$ cat config.mk
export PLATFORM = sky130hd
export DESIGN_NAME = alu_arbiter
export DESIGN_NICKNAME = d
export VERILOG_FILES = /design/src/rtl/alu_arbiter.sv
export SDC_FILE = /design/constraint.sdc
export NUM_CORES = 1
export LEC_CHECK = 0
export ABC_CLOCK_PERIOD_IN_PS = 1600
export BUFFER_PORTS_ARGS = -buffer_cell sky130_fd_sc_hd__clkbuf_2
export CAP_MARGIN = 15
export CORE_AREA = 5 5 118 120
export CTS_CLUSTER_SIZE = 10
export DETAILED_ROUTE_END_ITERATION = 12
export DIE_AREA = 0 0 123 125
export PLACE_DENSITY = 0.75
export SLEW_MARGIN = 20
export SYNTH_ARGS = -nofsm -noshare
export SYNTH_HDL_FRONTEND = slang
export SYNTH_SLANG_ARGS = --single-unit
$ cat constraint.sdc
create_clock -name clk -period 1.6 [get_ports clk]
set_input_delay 0 -clock clk [delete_from_list [all_inputs] [get_ports clk]]
set_output_delay 0 -clock clk [all_outputs]
set_load 0.05 [all_outputs]
$ cat src/rtl/alu_arbiter.sv
// Two-requester round-robin front end for a shared combinational ALU.
// One operation is in flight at a time: accept (IDLE), execute (EXEC), respond (RESP).
module alu_arbiter #(
  parameter int DATA_W = 32
) (
  input  logic              clk,
  input  logic              rst,
  input  logic              req0_valid,
  output logic              req0_ready,
  input  logic [DATA_W-1:0] req0_in1,
  input  logic [DATA_W-1:0] req0_in2,
  input  logic [3:0]        req0_op,
  input  logic              req1_valid,
  output logic              req1_ready,
  input  logic [DATA_W-1:0] req1_in1,
  input  logic [DATA_W-1:0] req1_in2,
  input  logic [3:0]        req1_op,
  output logic              rsp0_valid,
  input  logic              rsp0_ready,
  output logic [DATA_W-1:0] rsp0_out,
  output logic              rsp0_zero,
  output logic              rsp1_valid,
  input  logic              rsp1_ready,
  output logic [DATA_W-1:0] rsp1_out,
  output logic              rsp1_zero,
  output logic [DATA_W-1:0] alu_in1,
  output logic [DATA_W-1:0] alu_in2,
  output logic [3:0]        alu_alucon,
  input  logic [DATA_W-1:0] alu_out,
  input  logic              alu_zero
);

  typedef enum logic [1:0] {IDLE, EXEC, RESP} state_t;

  state_t            state_q, state_d;
  logic [DATA_W-1:0] in1_p0, in2_p0;
  logic [3:0]        op_p0;
  logic              win_p0;
  logic [DATA_W-1:0] res_p1;
  logic              zero_p1;
  logic              prio_q;
  logic              grant;
  logic              accept;
  logic              rsp_done;
  logic              vld_p2;

  always_comb begin
    state_d    = state_q;
    grant      = prio_q;
    accept     = 1'b0;
    rsp_done   = 1'b0;
    req0_ready = 1'b0;
    req1_ready = 1'b0;
    case (state_q)
      IDLE: begin
        // Nothing is granted while rst is high, even though state already reads IDLE.
        if (!rst && (req0_valid || req1_valid)) begin
          grant      = (req0_valid && req1_valid) ? prio_q : req1_valid;
          accept     = 1'b1;
          req0_ready = !grant;
          req1_ready = grant;
          state_d    = EXEC;
        end
      end
      EXEC: state_d = RESP;
      RESP: begin
        rsp_done = win_p0 ? rsp1_ready : rsp0_ready;
        if (rsp_done) state_d = IDLE;
      end
      default: state_d = IDLE;
    endcase
  end

  always_ff @(posedge clk) begin
    if (rst) begin
      state_q <= IDLE;
      prio_q  <= 1'b0;
      in1_p0  <= '0;
      in2_p0  <= '0;
      op_p0   <= '0;
      win_p0  <= 1'b0;
      res_p1  <= '0;
      zero_p1 <= 1'b0;
    end else begin
      state_q <= state_d;
      // Stage 0: operand capture from the granted requester
      if (accept) begin
        in1_p0 <= grant ? req1_in1 : req0_in1;
        in2_p0 <= grant ? req1_in2 : req0_in2;
        op_p0  <= grant ? req1_op  : req0_op;
        win_p0 <= grant;
      end
      // Stage 1: ALU result capture
      if (state_q == EXEC) begin
        res_p1  <= alu_out;
        zero_p1 <= alu_zero;
      end
      // The pointer moves only once a response completes; the loser gets next contention.
      if (rsp_done) prio_q <= ~win_p0;
    end
  end

  assign alu_in1    = in1_p0;
  assign alu_in2    = in2_p0;
  assign alu_alucon = op_p0;

  // Stage 2: response presentation
  assign vld_p2     = (state_q == RESP);
  assign rsp0_valid = vld_p2 && !win_p0;
  assign rsp1_valid = vld_p2 && win_p0;
  assign rsp0_out   = rsp0_valid ? res_p1 : '0;
  assign rsp0_zero  = rsp0_valid ? zero_p1 : 1'b0;
  assign rsp1_out   = rsp1_valid ? res_p1 : '0;
  assign rsp1_zero  = rsp1_valid ? zero_p1 : 1'b0;

endmodule

## Word level (Yosys, flattened, before mapping)

Cells that the tools add are included.

| word-level totals | value |
|---|---|
| flip-flop bits (word level) | 105 |
| bits of input ports | 175 |
| logic and storage cells | 44 |

| cells by class | value |
|---|---|
| equal/unequal tests | 4 |
| mux-type cells | 21 |
| bitwise logic cells | 1 |
| reduce and logical (&&, ||, !) cells | 10 |

Operators with widths:

| operator | number |
|---|---|
| 32-bit two-way mux | 4 |
| 1-bit two-way mux | 13 |
| 2-bit case mux with 3 select lines | 1 |
| 1-bit logical AND | 4 |
| 2-bit two-way mux | 2 |
| 4-bit two-way mux | 1 |
| 1-bit logical NOT | 3 |
| 2-bit by 1-bit equality test with 1-bit output (second input constant) | 1 |
| 2-bit equality test (second input constant) | 1 |
| 2-bit logical NOT | 1 |
| 2-bit by 1-bit != test with 1-bit output (second input constant) | 1 |
| 2-bit != test (second input constant) | 1 |
| 2-bit AND reduction | 1 |
| 1-bit logical OR | 1 |
| 1-bit inverter | 1 |

## Logic depth before layout (Yosys ltp)

| logic depth | value |
|---|---|
| depth in word-level cells | 5 |
| depth in mapped cells | 8 |
| gate-level depth less buffers | 3 |

## Least setup slack after synthesis

No wires, ideal clock.

| path | value |
|---|---|
| path kind | register to output |
| from | reg state_q[1] |
| to | out req0_ready |
| data arrival time | 2221 ps |
| path slack | -621 ps |
| cell stages (with the launch flop) | 5 |
| buffers on the path | 1 |
| path through | dfxtp_1 > nor2_1 > clkbuf_1 > nand2_1 > a211oi_1 |

| between the ends | value |
|---|---|
| cells in the longest elaborated chain, start to end | 2 |

Ends and longest elaborated chain:

| item | line | source |
|---|---|---|
| start: declaration | 35 | `state_t state_q, state_d;` |
| start signal: assignment | 85 | `state_q <= state_d;` |
| 2-bit logical NOT | 54 | `case (state_q)` |
| 1-bit two-way mux | 54 |  |
| end: declaration | 9 | `output logic req0_ready,` |

No other way between the ends.

## Worst setup path in the final report

| path | value |
|---|---|
| from | reg state_q[1] |
| to | out rsp1_out[9] |

| between the ends | value |
|---|---|
| cells in the longest elaborated chain, start to end | 3 |

Ends and longest elaborated chain:

| item | line | source |
|---|---|---|
| 2-bit equality test | 108 | `assign vld_p2 = (state_q == RESP);` |
| 1-bit logical AND | 110 | `assign rsp1_valid = vld_p2 && win_p0;` |
| 32-bit two-way mux | 113 | `assign rsp1_out = rsp1_valid ? res_p1 : '0;` |
| end: declaration | 24 | `output logic [DATA_W-1:0] rsp1_out,` |

No other way between the ends.

==> impl_results.md <==
* Top Layer Used: met4
* Avg Inst Size Synth at between 7 and 8 um2
* Gr usage total at between 30% and 40%
* Power consumption at between 8 and 9 mW
* Critical path arrival at ~1.6 ns
* WL final at between 20 and 30 mm
* Sequential share of the synthesized area at about two fifths
* Io pins at ~310
* Vias per cell at 5.84
* Worst-Margin Slew at 0.662 ns
* Final period util at 99.9%
* Routability cong. at a little over 0.8
* Nature of the critical path endpoint: output pin
* WL/cell at 20.1 um
* Starting density of the core at 40.1%
* Final Hold Fails at 0
* Leading area contributor after synthesis: dfxtp_1
* Max Cap Viol at 0
* Slew HR at a little under three fifths
* Pins Over Slew Limit at 0
* Post-placement cell count at 1076
* Async SR Flop Fraction at 0%
* Worst Path Max Fanout at 37
* Yosys top cell area share at 40.7%
* Worst VDD drop at 0.659 mV
* CTS buffer count at 9
* Port bufs at 312
* Number of antenna violations at the first check in global routing at 2
* Yosys synthesis warning count at 0
* Vias in the first global route at between 7000 and 8000
* Cells after Synth at about 650
* Final setup viols at 0
* Count leader, synth: dfxtp_1
* Final core occ at about three quarters
* Fin Hold WS at between 0.01 and 0.015 ns
* Leak pwr at between 4 and 5 nW
* PnR worst setup slack at roughly 0.0010 ns
* Status: finished, final reports clean
* Setup CP Type: register to output pin
* Post-route minimum period at roughly 1.6 ns
* Synthesis-to-finish area growth at 85.4%
* Routed wl met3 at slightly below 3 mm
* Vias at 7399
* Chip width at 123 um
* Drt first-iter violations at slightly above 800
* Synth cell count leaders: 105 x dfxtp_1, 104 x a21oi_1, 74 x clkbuf_1
* Die height at between 100 and 150 um
* HP Class: input pin to register
* Seq cells post-synth at roughly 110
* Power per cell area at 873 nW/um2
* Top post-synthesis cells by area: dfxtp_1 41%, a21oi_1 10%, a311oi_1 8.1%
* Post-Syn Area at 5170 um2
* Die area at 15400 um2
* Post-synth EDFFs at 0
* F_max at approximately 0.63 GHz
* First-pass GRT wire length at 38.9 mm
* Clock net sink count at about 110
* Total grt overflow at 0
* CTS tree: built
* Synth cell types at 23
* CP Data Required Time at about 1.6 ns
* Metal2 WL at around 12 mm
* # rows at 42
* Nets at about 1300
* Routed Antenna Nets at 0
* CTS Buffer Depth at 2
* Clock transition at path regs at around 0.07 ns
* Htree depth at 3
* Unrepaired setup endpoints after global routing: yes
* Hold Path Depth at 3
* Core Footprint at roughly 13000 um2
* Worst Skew at between 0.007 and 0.008 ns
* Worst Reg-to-Reg Cells at 5
* Top_reg_cell synth: dfxtp_1
* M1 wire length at between 9 and 10 mm
* DRC Markers at 0
* Worst-Skew Late Latency at about 0.34 ns
* Non-filler cells, final at ~1300
* Pin count of the biggest net entering global routing at 69
* Post-DP HPWL at roughly 13 mm
* Synthesized Nets at 826
* Layout cells sized above 1 at a little over a third
* Critical Path Start Type: register
* Fill cells at a little over 800
* DRT Pass-1 Iters at 6
* Pre-CTS setup slack at approximately 0.15 ns
* Root Buffer: clkbuf_16
-- final cells by class --
cell class	instances	area (um2)	area share [%]
Clock inverter	5	81.3	0.849
Inverter	2	7.51	0.0784
Antenna cell	3	7.51	0.0784
Tap cell	176	220	2.30
Multi-Input combinational cell	460	2780	29.0
Timing Repair Buffer	505	4150	43.3
Clock buffer	10	229	2.39
Sequential cell	105	2110	22.0
-- flip-flops by register name (all words and copies together), names as in the netlist --
register	count
alu_alucon	4
alu_in1	32
alu_in2	32
prio_q	1
res_p1	32
state_q	2
win_p0	1
zero_p1	1
-- per-stage QoR --
| step | setup TNS, ns | cell area (um2) |
|---|---|---|
| global route | -2.79 | 9580 |
| finish | 0 | 9580 |
| floorplan | -0.000790 | 5190 |
| detailed placement | 0 | 7150 |
| global placement | 0 | 7150 |
| CTS | 0 | 9500 |
-- worst max-delay path: stages (launching register included) --
cell,delay (ns)
dfxtp_4,0.37
nor2b_4,0.16
buf_6,0.25
and3_1,0.23
clkbuf_4,0.25
-- cells by family (layout without fill, tap and decap cells) --
| family | after synthesis | after routing | synth area share [%] |
|---|---|---|---|
| AO/OA/AOI/OAI | 243 | 243 | 31.1 |
| AND/OR/NAND/NOR | 216 | 216 | 21.0 |
| flip-flops | 105 | 105 | 40.7 |
| buffers and inverters | 86 | 522 | 6.97 |
| multiplexers | 1 | 1 | 0.194 |
| other | 0 | 3 | 0 |
-- path summary, 6_finish.rpt --
kind	startpoint	end	slack [ns]
worst max-delay path	state_q[1]	rsp1_out[9]	0.001
worst min-delay path	rsp0_ready	prio_q	0.01
worst max register to register	state_q[1]	alu_in2[2]	0.09
worst min register to register	res_p1[2]	res_p1[2]	0.47
-- metal layers --
metal | vias to the layer above | GRT usage [%]
li1 | 3237 | -
met1 | 3389 | 36.3
met2 | 610 | 51.1
met3 | 163 | 9.35
met4 | 0 | 17.5
met5 | - | 0
-- power by group --
group	switching [mW]	internal, mW	total, mW	leakage [nW]
registers	0.192	2.89	3.08	0.869
clock network	0.976	1.36	2.34	0.149
logic	1.88	1.06	2.94	3.18
total	3.05	5.32	8.36	4.20
-- cells in the final DEF, fill, tap and decap left out, types with 3 or more instances in the layout --
cell type	synthesis	final
buf_12	0	25
clkbuf_2	0	241
buf_8	0	29
diode_2	0	3
clkbuf_16	0	9
a311oi_1	48	48
nand2_1	67	67
and2_2	0	10
a21oi_1	104	104
a311oi_2	20	20
nand3_1	69	69
o21ai_0	67	67
nor2b_4	0	3
dfxtp_1	105	102
buf_4	0	11
dlygate4sd3_1	0	169
and3_1	34	34
and2_1	35	24
clkbuf_4	0	28
-- repair_timing --
| item | in CTS | in global routing |
|---|---|---|
| endpoints found under the hold margin | 102 | 0 |
| setup buffers | 0 | 3 |
| resized for setup | 92 | 35 |
| hold buffers | 169 | 0 |
| setup endpoints to repair | 68 | 74 |
| pin swaps | 0 | 1 |
Power figures use the tool's default switching activity.
